**src/rtl/serial_aes_host.sv**
```systemverilog
// Host-side master for the 2-wire serial AES link: uploads pt/key bit-serially,
// waits for the target's trig pulse, then captures the returned ciphertext.
module serial_aes_host #(
    parameter int RX_DELAY = 1,
    parameter int TIMEOUT  = 4096
) (
    input  logic         clk,
    input  logic         rst,
    input  logic         start,
    input  logic [127:0] pt,
    input  logic [127:0] key,
    output logic         busy,
    output logic         done,
    output logic         timeout,
    output logic [127:0] ct,
    output logic         s,
    output logic         k,
    input  logic         c,
    input  logic         trig
);
    localparam int            TW         = (TIMEOUT > 1) ? $clog2(TIMEOUT) : 1;
    localparam logic [TW-1:0] TIMER_LAST = TW'(TIMEOUT - 1);
    localparam logic [3:0]    DLY_LAST   = 4'(RX_DELAY - 1);
    localparam logic [6:0]    IDX_LAST   = 7'd127;

    typedef enum logic [2:0] {
        ST_IDLE,
        ST_HS,
        ST_SEND,
        ST_WAIT_HI,
        ST_WAIT_LO,
        ST_DLY,
        ST_RECV,
        ST_DONE
    } state_t;

    state_t        r_state;
    state_t        w_state_nxt;
    logic [6:0]    r_idx;
    logic [6:0]    w_idx_nxt;
    logic [6:0]    w_idx_inc;
    logic [TW-1:0] r_timer;
    logic [TW-1:0] w_timer_nxt;
    logic [3:0]    r_dly;
    logic [3:0]    w_dly_nxt;

    logic          r_s;
    logic          r_k;
    logic          r_busy;
    logic          r_done;
    logic          r_timeout;
    logic          w_s_nxt;
    logic          w_k_nxt;
    logic          w_done_nxt;
    logic          w_timeout_nxt;
    logic          w_load;
    logic          w_sample;

    logic [127:0]  r_pt_sh;
    logic [127:0]  r_key_sh;
    logic [126:0]  r_ct_sh;
    logic [127:0]  r_ct;
    logic [127:0]  w_ct_final;

    assign w_idx_inc = r_idx + 7'd1;

    // Samples arrive MSB first, so after 127 shifts the first one sits in bit 126
    // and the final sample, taken straight from c, completes the word.
    assign w_ct_final = {r_ct_sh, c};

    assign s       = r_s;
    assign k       = r_k;
    assign busy    = r_busy;
    assign done    = r_done;
    assign timeout = r_timeout;
    assign ct      = r_ct;

    always_ff @(posedge clk) begin
        if (rst) begin
            r_state <= ST_IDLE;
        end else begin
            r_state <= w_state_nxt;
        end
    end

    // NOTE: every signal driven here gets a default first so no path can leave
    // it unassigned and infer a latch.
    always_comb begin
        w_state_nxt   = r_state;
        w_idx_nxt     = r_idx;
        w_timer_nxt   = r_timer;
        w_dly_nxt     = r_dly;
        w_s_nxt       = 1'b0;
        w_k_nxt       = 1'b0;
        w_done_nxt    = 1'b0;
        w_timeout_nxt = 1'b0;
        w_load        = 1'b0;
        w_sample      = 1'b0;

        unique case (r_state)
            ST_IDLE: begin
                if (start) begin
                    w_load      = 1'b1;
                    w_state_nxt = ST_HS;
                    w_s_nxt     = 1'b1;
                    w_k_nxt     = 1'b1;
                end
            end
            ST_HS: begin
                w_state_nxt = ST_SEND;
                w_idx_nxt   = 7'd0;
                w_s_nxt     = r_pt_sh[0];
                w_k_nxt     = r_key_sh[0];
            end
            ST_SEND: begin
                if (r_idx == IDX_LAST) begin
                    w_state_nxt = ST_WAIT_HI;
                    w_timer_nxt = '0;
                end else begin
                    w_idx_nxt = w_idx_inc;
                    w_s_nxt   = r_pt_sh[w_idx_inc];
                    w_k_nxt   = r_key_sh[w_idx_inc];
                end
            end
            ST_WAIT_HI: begin
                if (trig) begin
                    w_state_nxt = ST_WAIT_LO;
                    w_timer_nxt = '0;
                end else if (r_timer == TIMER_LAST) begin
                    w_state_nxt   = ST_IDLE;
                    w_timeout_nxt = 1'b1;
                end else begin
                    w_timer_nxt = r_timer + 1'b1;
                end
            end
            ST_WAIT_LO: begin
                if (!trig) begin
                    w_state_nxt = ST_DLY;
                    w_dly_nxt   = 4'd0;
                end else if (r_timer == TIMER_LAST) begin
                    w_state_nxt   = ST_IDLE;
                    w_timeout_nxt = 1'b1;
                end else begin
                    w_timer_nxt = r_timer + 1'b1;
                end
            end
            ST_DLY: begin
                if (r_dly == DLY_LAST) begin
                    w_state_nxt = ST_RECV;
                    w_idx_nxt   = IDX_LAST;
                end else begin
                    w_dly_nxt = r_dly + 4'd1;
                end
            end
            ST_RECV: begin
                w_sample = 1'b1;
                if (r_idx == 7'd0) begin
                    w_state_nxt = ST_DONE;
                    w_done_nxt  = 1'b1;
                end else begin
                    w_idx_nxt = r_idx - 7'd1;
                end
            end
            ST_DONE: begin
                w_state_nxt = ST_IDLE;
            end
            default: begin
                w_state_nxt = ST_IDLE;
            end
        endcase
    end

    always_ff @(posedge clk) begin
        if (rst) begin
            r_idx     <= 7'd0;
            r_timer   <= '0;
            r_dly     <= 4'd0;
            r_s       <= 1'b0;
            r_k       <= 1'b0;
            r_busy    <= 1'b0;
            r_done    <= 1'b0;
            r_timeout <= 1'b0;
            r_ct      <= '0;
        end else begin
            r_idx     <= w_idx_nxt;
            r_timer   <= w_timer_nxt;
            r_dly     <= w_dly_nxt;
            r_s       <= w_s_nxt;
            r_k       <= w_k_nxt;
            r_busy    <= (w_state_nxt != ST_IDLE);
            r_done    <= w_done_nxt;
            r_timeout <= w_timeout_nxt;
            if (w_done_nxt) begin
                r_ct <= w_ct_final;
            end
        end
    end

    // NOTE: the shift registers carry no reset; they are always reloaded or fully
    // refilled before any of their bits reach an output.
    always_ff @(posedge clk) begin
        if (w_load) begin
            r_pt_sh  <= pt;
            r_key_sh <= key;
        end
        if (w_sample) begin
            r_ct_sh <= {r_ct_sh[125:0], c};
        end
    end

endmodule

```
**config.mk**
```make
export PLATFORM = sky130hd
export DESIGN_NAME = serial_aes_host
export DESIGN_NICKNAME = d
export VERILOG_FILES = /design/src/rtl/serial_aes_host.sv
export SDC_FILE = /design/constraint.sdc
export NUM_CORES = 1
export LEC_CHECK = 0
export BUFFER_PORTS_ARGS = -buffer_cell sky130_fd_sc_hd__buf_2
export CAP_MARGIN = 40
export CORE_UTILIZATION = 50
export CTS_CLUSTER_DIAMETER = 150
export DETAILED_ROUTE_END_ITERATION = 10
export PLACE_DENSITY = 0.73
export RECOVER_POWER = 25
export REMOVE_ABC_BUFFERS = 1
export SETUP_SLACK_MARGIN = 0.2
export SKIP_CTS_REPAIR_TIMING = 1
export SLEW_MARGIN = 25
export SYNTH_ARGS = -nofsm -noshare
export SYNTH_HDL_FRONTEND = slang
export SYNTH_SLANG_ARGS = --single-unit
```
**constraint.sdc**
```tcl
create_clock -name clk -period 50.3 [get_ports clk]
set_clock_uncertainty 0.2 [all_clocks]
set_input_delay 10.06 -clock clk [delete_from_list [all_inputs] [get_ports clk]]
set_output_delay 10.06 -clock clk [all_outputs]
set_load 0.01 [all_outputs]
```
Yosys cells after proc, flatten, opt, wreduce, memory -nomap -nowiden
Index checks and enable logic that the tools add are counted.
{"block": "word_totals", "register_bits": 542, "in_bits": 261, "wordCells": 81, "mem_bits_rw": 0, "romBits": 0, "n_memories": 0, "output_inout_bits": 133, "latchBits": 0}
{"block": "classes", "order_cmp": 1, "shifts": 0, "add_sub_neg": 4, "mux": 37, "bitwise_logic": 0, "n_div": 0, "n_reduce_logical": 10, "multipliers": 0, "eq_ne": 16}
{"op": "$mux W12", "count": 4}
{"op": "$pmux W12 S3", "count": 1}
{"op": "$pmux W7 S4", "count": 1}
{"op": "$pmux W3 S8", "count": 1}
{"op": "$mux W3", "count": 7}
{"op": "$mux W7", "count": 3}
{"op": "$bmux W1 S7", "count": 2}
{"op": "$ne A2 B2 Y1 const B", "count": 7}
{"op": "$add A12 B1 Y12 const B", "count": 1}
{"op": "$eq A12 B12 Y1 const B", "count": 1}
{"op": "$eq A3 B3 Y1 const B", "count": 4}
{"op": "$mux W1", "count": 12}
{"op": "$lt A7 B8 Y1 const B", "count": 1}
{"op": "$mux W4", "count": 2}
{"op": "$pmux W4 S2", "count": 1}
{"op": "$add A7 B1 Y7 const B", "count": 1}
{"op": "$eq A7 B7 Y1 const B", "count": 1}
{"op": "$logic_not A7 Y1", "count": 1}
{"op": "$sub A7 B1 Y7 const B", "count": 1}
{"op": "$eq A3 B2 Y1 const B", "count": 2}
{"op": "$pmux W1 S3", "count": 2}
{"op": "$reduce_and A3 Y1", "count": 2}
{"op": "$reduce_bool A3 Y1", "count": 2}
{"op": "$add A4 B1 Y4 const B", "count": 1}
{"op": "7 further kinds", "count": 7}

Depth between registers and ports, before layout
{"block": "logic_depth", "ltp_word": 5, "depth_mapped": 15, "depth_no_buf": 8}

Worst setup path after synthesis
OpenSTA, ideal clock, no wires.
{"block": "synth_timing", "kind": "in2reg", "start": "input start", "end": "register r_busy (netlist: busy)", "required_ps": 50041, "setup_time_ps": 59, "arrival_ps": 37607, "path_buffers": 0, "slack_ps": 12434, "cell_stages": 4, "cell_sequence": "nor4b_1 nor3_1 a31oi_1 or3_1"}
{"block": "synth_between", "elab_chain_cells": 3}
{"element": "start, declared", "line_no": "9", "source": "input logic start,"}
{"element": "$mux W3", "line_no": "102", "source": "if (start) begin"}
{"element": "$pmux W3 S8", "line_no": "100", "source": "unique case (r_state)"}
{"element": "$reduce_bool A3 Y1", "line_no": "190", "source": "r_busy <= (w_state_nxt != ST_IDLE);"}
{"element": "end signal, assigned", "line_no": "190"}
{"element": "end, declared", "line_no": "49", "source": "logic r_busy;"}
No other way between the ends.
A chain may end at the register's enable or synchronous reset.

Worst setup path in the final report
{"block": "layout_timing", "start": "input start", "end": "register r_key_sh[62], enable pin"}
{"block": "layout_between", "elab_chain_cells": 2}
{"element": "$mux W1", "line_no": "102"}
{"element": "$mux W1", "line_no": "100"}
{"element": "named net w_load", "line_no": "56", "source": "logic w_load;"}
{"element": "end signal, assigned", "line_no": "204", "source": "r_key_sh <= key;"}
{"element": "end, declared", "line_no": "60", "source": "logic [127:0] r_key_sh;"}
The timed path passes the listed nets, and every way through them passes these cells.

==> run_summary.xml <==
<?xml version="1.0" encoding="UTF-8"?>
<metrics>
  <group name="routing">
    <metric name="vias" unit="">12600</metric>
    <metric name="post-route-drc-count" unit="">0</metric>
    <metric name="drt_wl_total" unit="mm">45.1</metric>
    <metric name="route.detailed.wl_per_inst" unit="µm">19.1</metric>
    <metric name="post_drt_via_cell_ratio" unit="">5.37</metric>
    <metric name="detail_route.iter0.violations" unit="">974</metric>
    <metric name="final_antenna_net_count" unit="">0</metric>
    <metric name="drt-pass1-iter-count" unit="">6</metric>
  </group>
  <group name="placement">
    <metric name="detailed_place_hpwl" unit="mm">30.5</metric>
    <metric name="gp_routability_congestion" unit="">0.796</metric>
    <metric name="buffer_ports.inserted" unit="">393</metric>
  </group>
  <group name="clocking">
    <metric name="clk-insertion-delay-late" unit="ns">0.62</metric>
    <metric name="clkSlewWorstSetupHoldPaths" unit="ns">0.06</metric>
    <metric name="htreeDepth" unit="">2</metric>
    <metric name="cts_root_buf" unit="">clkbuf_16</metric>
    <metric name="clock_sink_count" unit="">542</metric>
    <metric name="cts_made_buffers" unit="">53</metric>
    <metric name="tritoncts" unit="">built</metric>
    <metric name="clock_path_buffers" unit="">3</metric>
  </group>
  <group name="sta">
    <metric name="grt_setup_unrepaired" unit="">no</metric>
    <metric name="tightest_slew" unit="ns">2.47</metric>
    <metric name="final-hold-violation-count" unit="">0</metric>
    <metric name="max_freq" unit="MHz">84.2</metric>
    <metric name="finalHoldWorstSlack" unit="ns">0.246</metric>
    <metric name="max_slew_margin" unit="%">-64.9</metric>
    <metric name="finalWorstPathRequiredPeriod" unit="ns">11.88</metric>
    <metric name="fin_setup_tns" unit="ns">0</metric>
    <metric name="post-route-period-util" unit="%">23.6</metric>
    <metric name="finalMaxSlewViolations" unit="">133</metric>
    <metric name="finalSetupViolCount" unit="">0</metric>
  </group>
  <group name="setup_path">
    <metric name="path_class" unit="">in2reg</metric>
    <metric name="worstSetupEndpointType" unit="">flip-flop</metric>
    <metric name="slowest_stage" unit="">buf_4</metric>
    <metric name="critPathArrivalTime" unit="ns">11.98</metric>
    <metric name="critical_path.max_fanout" unit="">59</metric>
    <metric name="critical_path.cell_chain" unit="">buf_2 -&gt; nor4b_2 -&gt; buf_4 -&gt; buf_16 -&gt; buf_4 -&gt; buf_12</metric>
    <metric name="crit-reg2reg-launch" unit="">r_state[2]$_SDFF_PP0_</metric>
    <metric name="timing.critical_path.from" unit="">start</metric>
    <metric name="crit_required" unit="ns">50.40</metric>
    <metric name="timing.critical_path.slowest_cell_delay" unit="ns">0.55</metric>
    <metric name="start_kind" unit="">input pin</metric>
    <metric name="cpMostUsedCell" unit="">buf_4</metric>
  </group>
  <group name="die">
    <metric name="number_of_core_rows" unit="">73</metric>
    <metric name="floorplan.initialDensity" unit="%">50.8</metric>
    <metric name="die_area" unit="mm²">0.0412</metric>
    <metric name="top_level_ports" unit="">394</metric>
    <metric name="dieHeight" unit="µm">203</metric>
    <metric name="placeableCoreArea" unit="mm²">0.0398</metric>
    <metric name="die_width" unit="µm">203</metric>
  </group>
  <group name="worst_hold_path">
    <metric name="timing.hold.worst.start" unit="">r_ct_sh[71]$_DFFE_PP_</metric>
    <metric name="timing.hold.worst.class" unit="">reg2reg</metric>
  </group>
  <group name="run_status">
    <metric name="failed_checks" unit="">max-capacitance violations, max-slew violations</metric>
    <metric name="outcome" unit="">finished, violations left</metric>
  </group>
  <group name="global_route">
    <metric name="grt_first_pass_wirelength" unit="mm">68.2</metric>
    <metric name="via_count_of_the_first_global_routing_pass" unit="">12400</metric>
    <metric name="grt_antenna_before_repair" unit="">13</metric>
    <metric name="track_usage" unit="%">21.7</metric>
    <metric name="pin_count_of_the_biggest_net_entering_global_routing" unit="">84</metric>
    <metric name="gr-total-overflow" unit="">0</metric>
  </group>
  <group name="yosys">
    <metric name="synth.ff_latch_count" unit="">542</metric>
    <metric name="postSynthCellCount" unit="">1386</metric>
    <metric name="post_synth_num_cell_types" unit="">70</metric>
    <metric name="most_common_flop_cell_mapped_by_yosys" unit="">edfxtp_1</metric>
    <metric name="syn_area" unit="mm²">0.0202</metric>
    <metric name="synth-async-reset-ratio" unit="%">0</metric>
    <metric name="syn_warnings" unit="">0</metric>
    <metric name="yosysSeqAreaShare" unit="%">72.6</metric>
    <metric name="synthesis.area_per_instance" unit="µm²">14.6</metric>
    <metric name="synth_enable_flop_cells" unit="">383</metric>
  </group>
  <group name="finish">
    <metric name="post_route_cells_drive_above_1_share" unit="%">31.1</metric>
    <metric name="most-common-layout-cells" unit="">buf_2, edfxtp_1, nand2_1</metric>
    <metric name="nFillCells" unit="">3054</metric>
    <metric name="area_delta_synth_final" unit="%">20.8</metric>
    <metric name="layout.cells.most_common" unit="">buf_2</metric>
    <metric name="layout.core_utilization" unit="%">61.3</metric>
    <metric name="num-nets-final" unit="">2041</metric>
  </group>
  <group name="job">
    <metric name="maxCapViolCount" unit="">3</metric>
  </group>
  <group name="power_and_ir_drop">
    <metric name="comb_power_share" unit="%">7.9</metric>
    <metric name="worst_ir_drop_vdd" unit="mV">0.0360</metric>
    <metric name="power_density" unit="mW/mm²">39.2</metric>
    <metric name="power.share.clock" unit="%">39.5</metric>
    <metric name="p_int" unit="µW">746</metric>
    <metric name="p_leak" unit="nW">8.62</metric>
    <metric name="power.share.sequential" unit="%">52.6</metric>
    <metric name="p_switching" unit="µW">212</metric>
    <metric name="switching_share" unit="%">22.1</metric>
  </group>
</metrics>
sequential cells by signal, indices dropped and copies added, names as in the netlist:
| register | flops |
|---|---|
| busy | 1 |
| ct | 128 |
| done | 1 |
| k | 1 |
| r_ct_sh | 127 |
| r_dly | 4 |
| r_idx | 7 |
| r_key_sh | 128 |
| r_pt_sh | 128 |
| r_state | 3 |
| r_timer | 12 |
| s | 1 |
| timeout | 1 |
logic make-up (layout without fill, tap and decap cells):
family | count (synthesis) | after routing | synth area share [%]
flip-flops | 542 | 542 | 72.6
AND/OR/NAND/NOR | 414 | 414 | 8.90
buffers and inverters | 91 | 524 | 2.38
XOR/XNOR | 12 | 12 | 0.613
other | 0 | 11 | 0
adder cells (fa/ha/maj) | 5 | 5 | 0.309
AO/OA/AOI/OAI | 233 | 233 | 6.79
multiplexers | 89 | 89 | 8.39
layer usage:
| layer | vias up | routed length [µm] | global-route usage (%) |
|---|---|---|---|
| met1 | 6110 | 17600 | 26.4 |
| met4 | 8 | 1020 | 7.44 |
| li1 | 5950 | - | - |
| met3 | 70 | 3540 | 6.08 |
| met2 | 505 | 22800 | 37.0 |
| met5 | - | 52 | 0 |
synthesized netlist by cell type, types with 5 or more instances:
cell / instances / share of area, %
buf_6: 8 / 0.45
edfxtp_1: 383 / 57
dfxtp_1: 159 / 16
nand2b_1: 5 / 0.15
a21oi_1: 153 / 3.8
xor2_1: 6 / 0.26
xnor2_1: 5 / 0.22
mux4_2: 49 / 5.5
or3_1: 5 / 0.15
ha_1: 5 / 0.31
mux4_1: 11 / 1.4
mux2i_1: 18 / 0.89
nand4_1: 5 / 0.15
mux2_2: 11 / 0.61
buf_2: 35 / 0.87
o21ai_0: 16 / 0.40
a31oi_1: 7 / 0.22
buf_4: 5 / 0.19
nor2_1: 30 / 0.56
nor3_1: 20 / 0.50
nand2_1: 289 / 5.4
inv_1: 12 / 0.22
a211oi_1: 7 / 0.26
clkbuf_1: 29 / 0.54
and2_1: 9 / 0.28
nand3_1: 19 / 0.47
final timing paths:
check | end | slack, ns | cells after the start
worst max-delay path | r_key_sh[62]$_DFFE_PP_ | 38.42 | 6
worst min-delay path | r_ct_sh[72]$_DFFE_PP_ | 0.25 | 0
worst max register to register | r_ct_sh[74]$_DFFE_PP_ | 43.88 | 4
worst min register to register | r_ct_sh[72]$_DFFE_PP_ | 0.25 | 0
power by group through the flow:
stage / Sequential, mW / Clock [mW] / Combinational, mW
after global placement: 0.513 / 0 / 0.0727
after global routing: 0.505 / 0.404 / 0.0813
after floorplan: 0.529 / 0 / 0.0447
after CTS: 0.504 / 0.386 / 0.0765
final: 0.504 / 0.378 / 0.0755
after detailed placement: 0.513 / 0 / 0.0763
per-stage QoR:
step,instance area (µm²),worst slack (ns),power (mW),std cells
floorplan,19800,12.43,0.573,1307
global placement,22500,37.56,0.585,2236
detailed placement,22700,37.80,0.590,2243
CTS,24400,38.45,0.966,2342
global route,24400,38.33,0.990,2352
finish,24400,38.42,0.958,2355
layout make-up:
| class | instances | area, µm² | share of cell area (%) |
|---|---|---|---|
| Tap cell | 525 | 657 | 2.69 |
| Clock inverter | 18 | 148 | 0.605 |
| Timing Repair Buffer | 413 | 2230 | 9.15 |
| Antenna cell | 11 | 27.5 | 0.113 |
| Multi-Input combinational cell | 753 | 5090 | 20.8 |
| Clock buffer | 81 | 1530 | 6.28 |
| Sequential cell | 542 | 14700 | 60.1 |
| Inverter | 12 | 46.3 | 0.190 |
critical path: cells and delay by family:
kind                   cells  cell delay (ns)
buffers and inverters      5             1.64
AND/OR/NAND/NOR            1             0.20
Note: power is estimated with default switching activity, not from simulation.
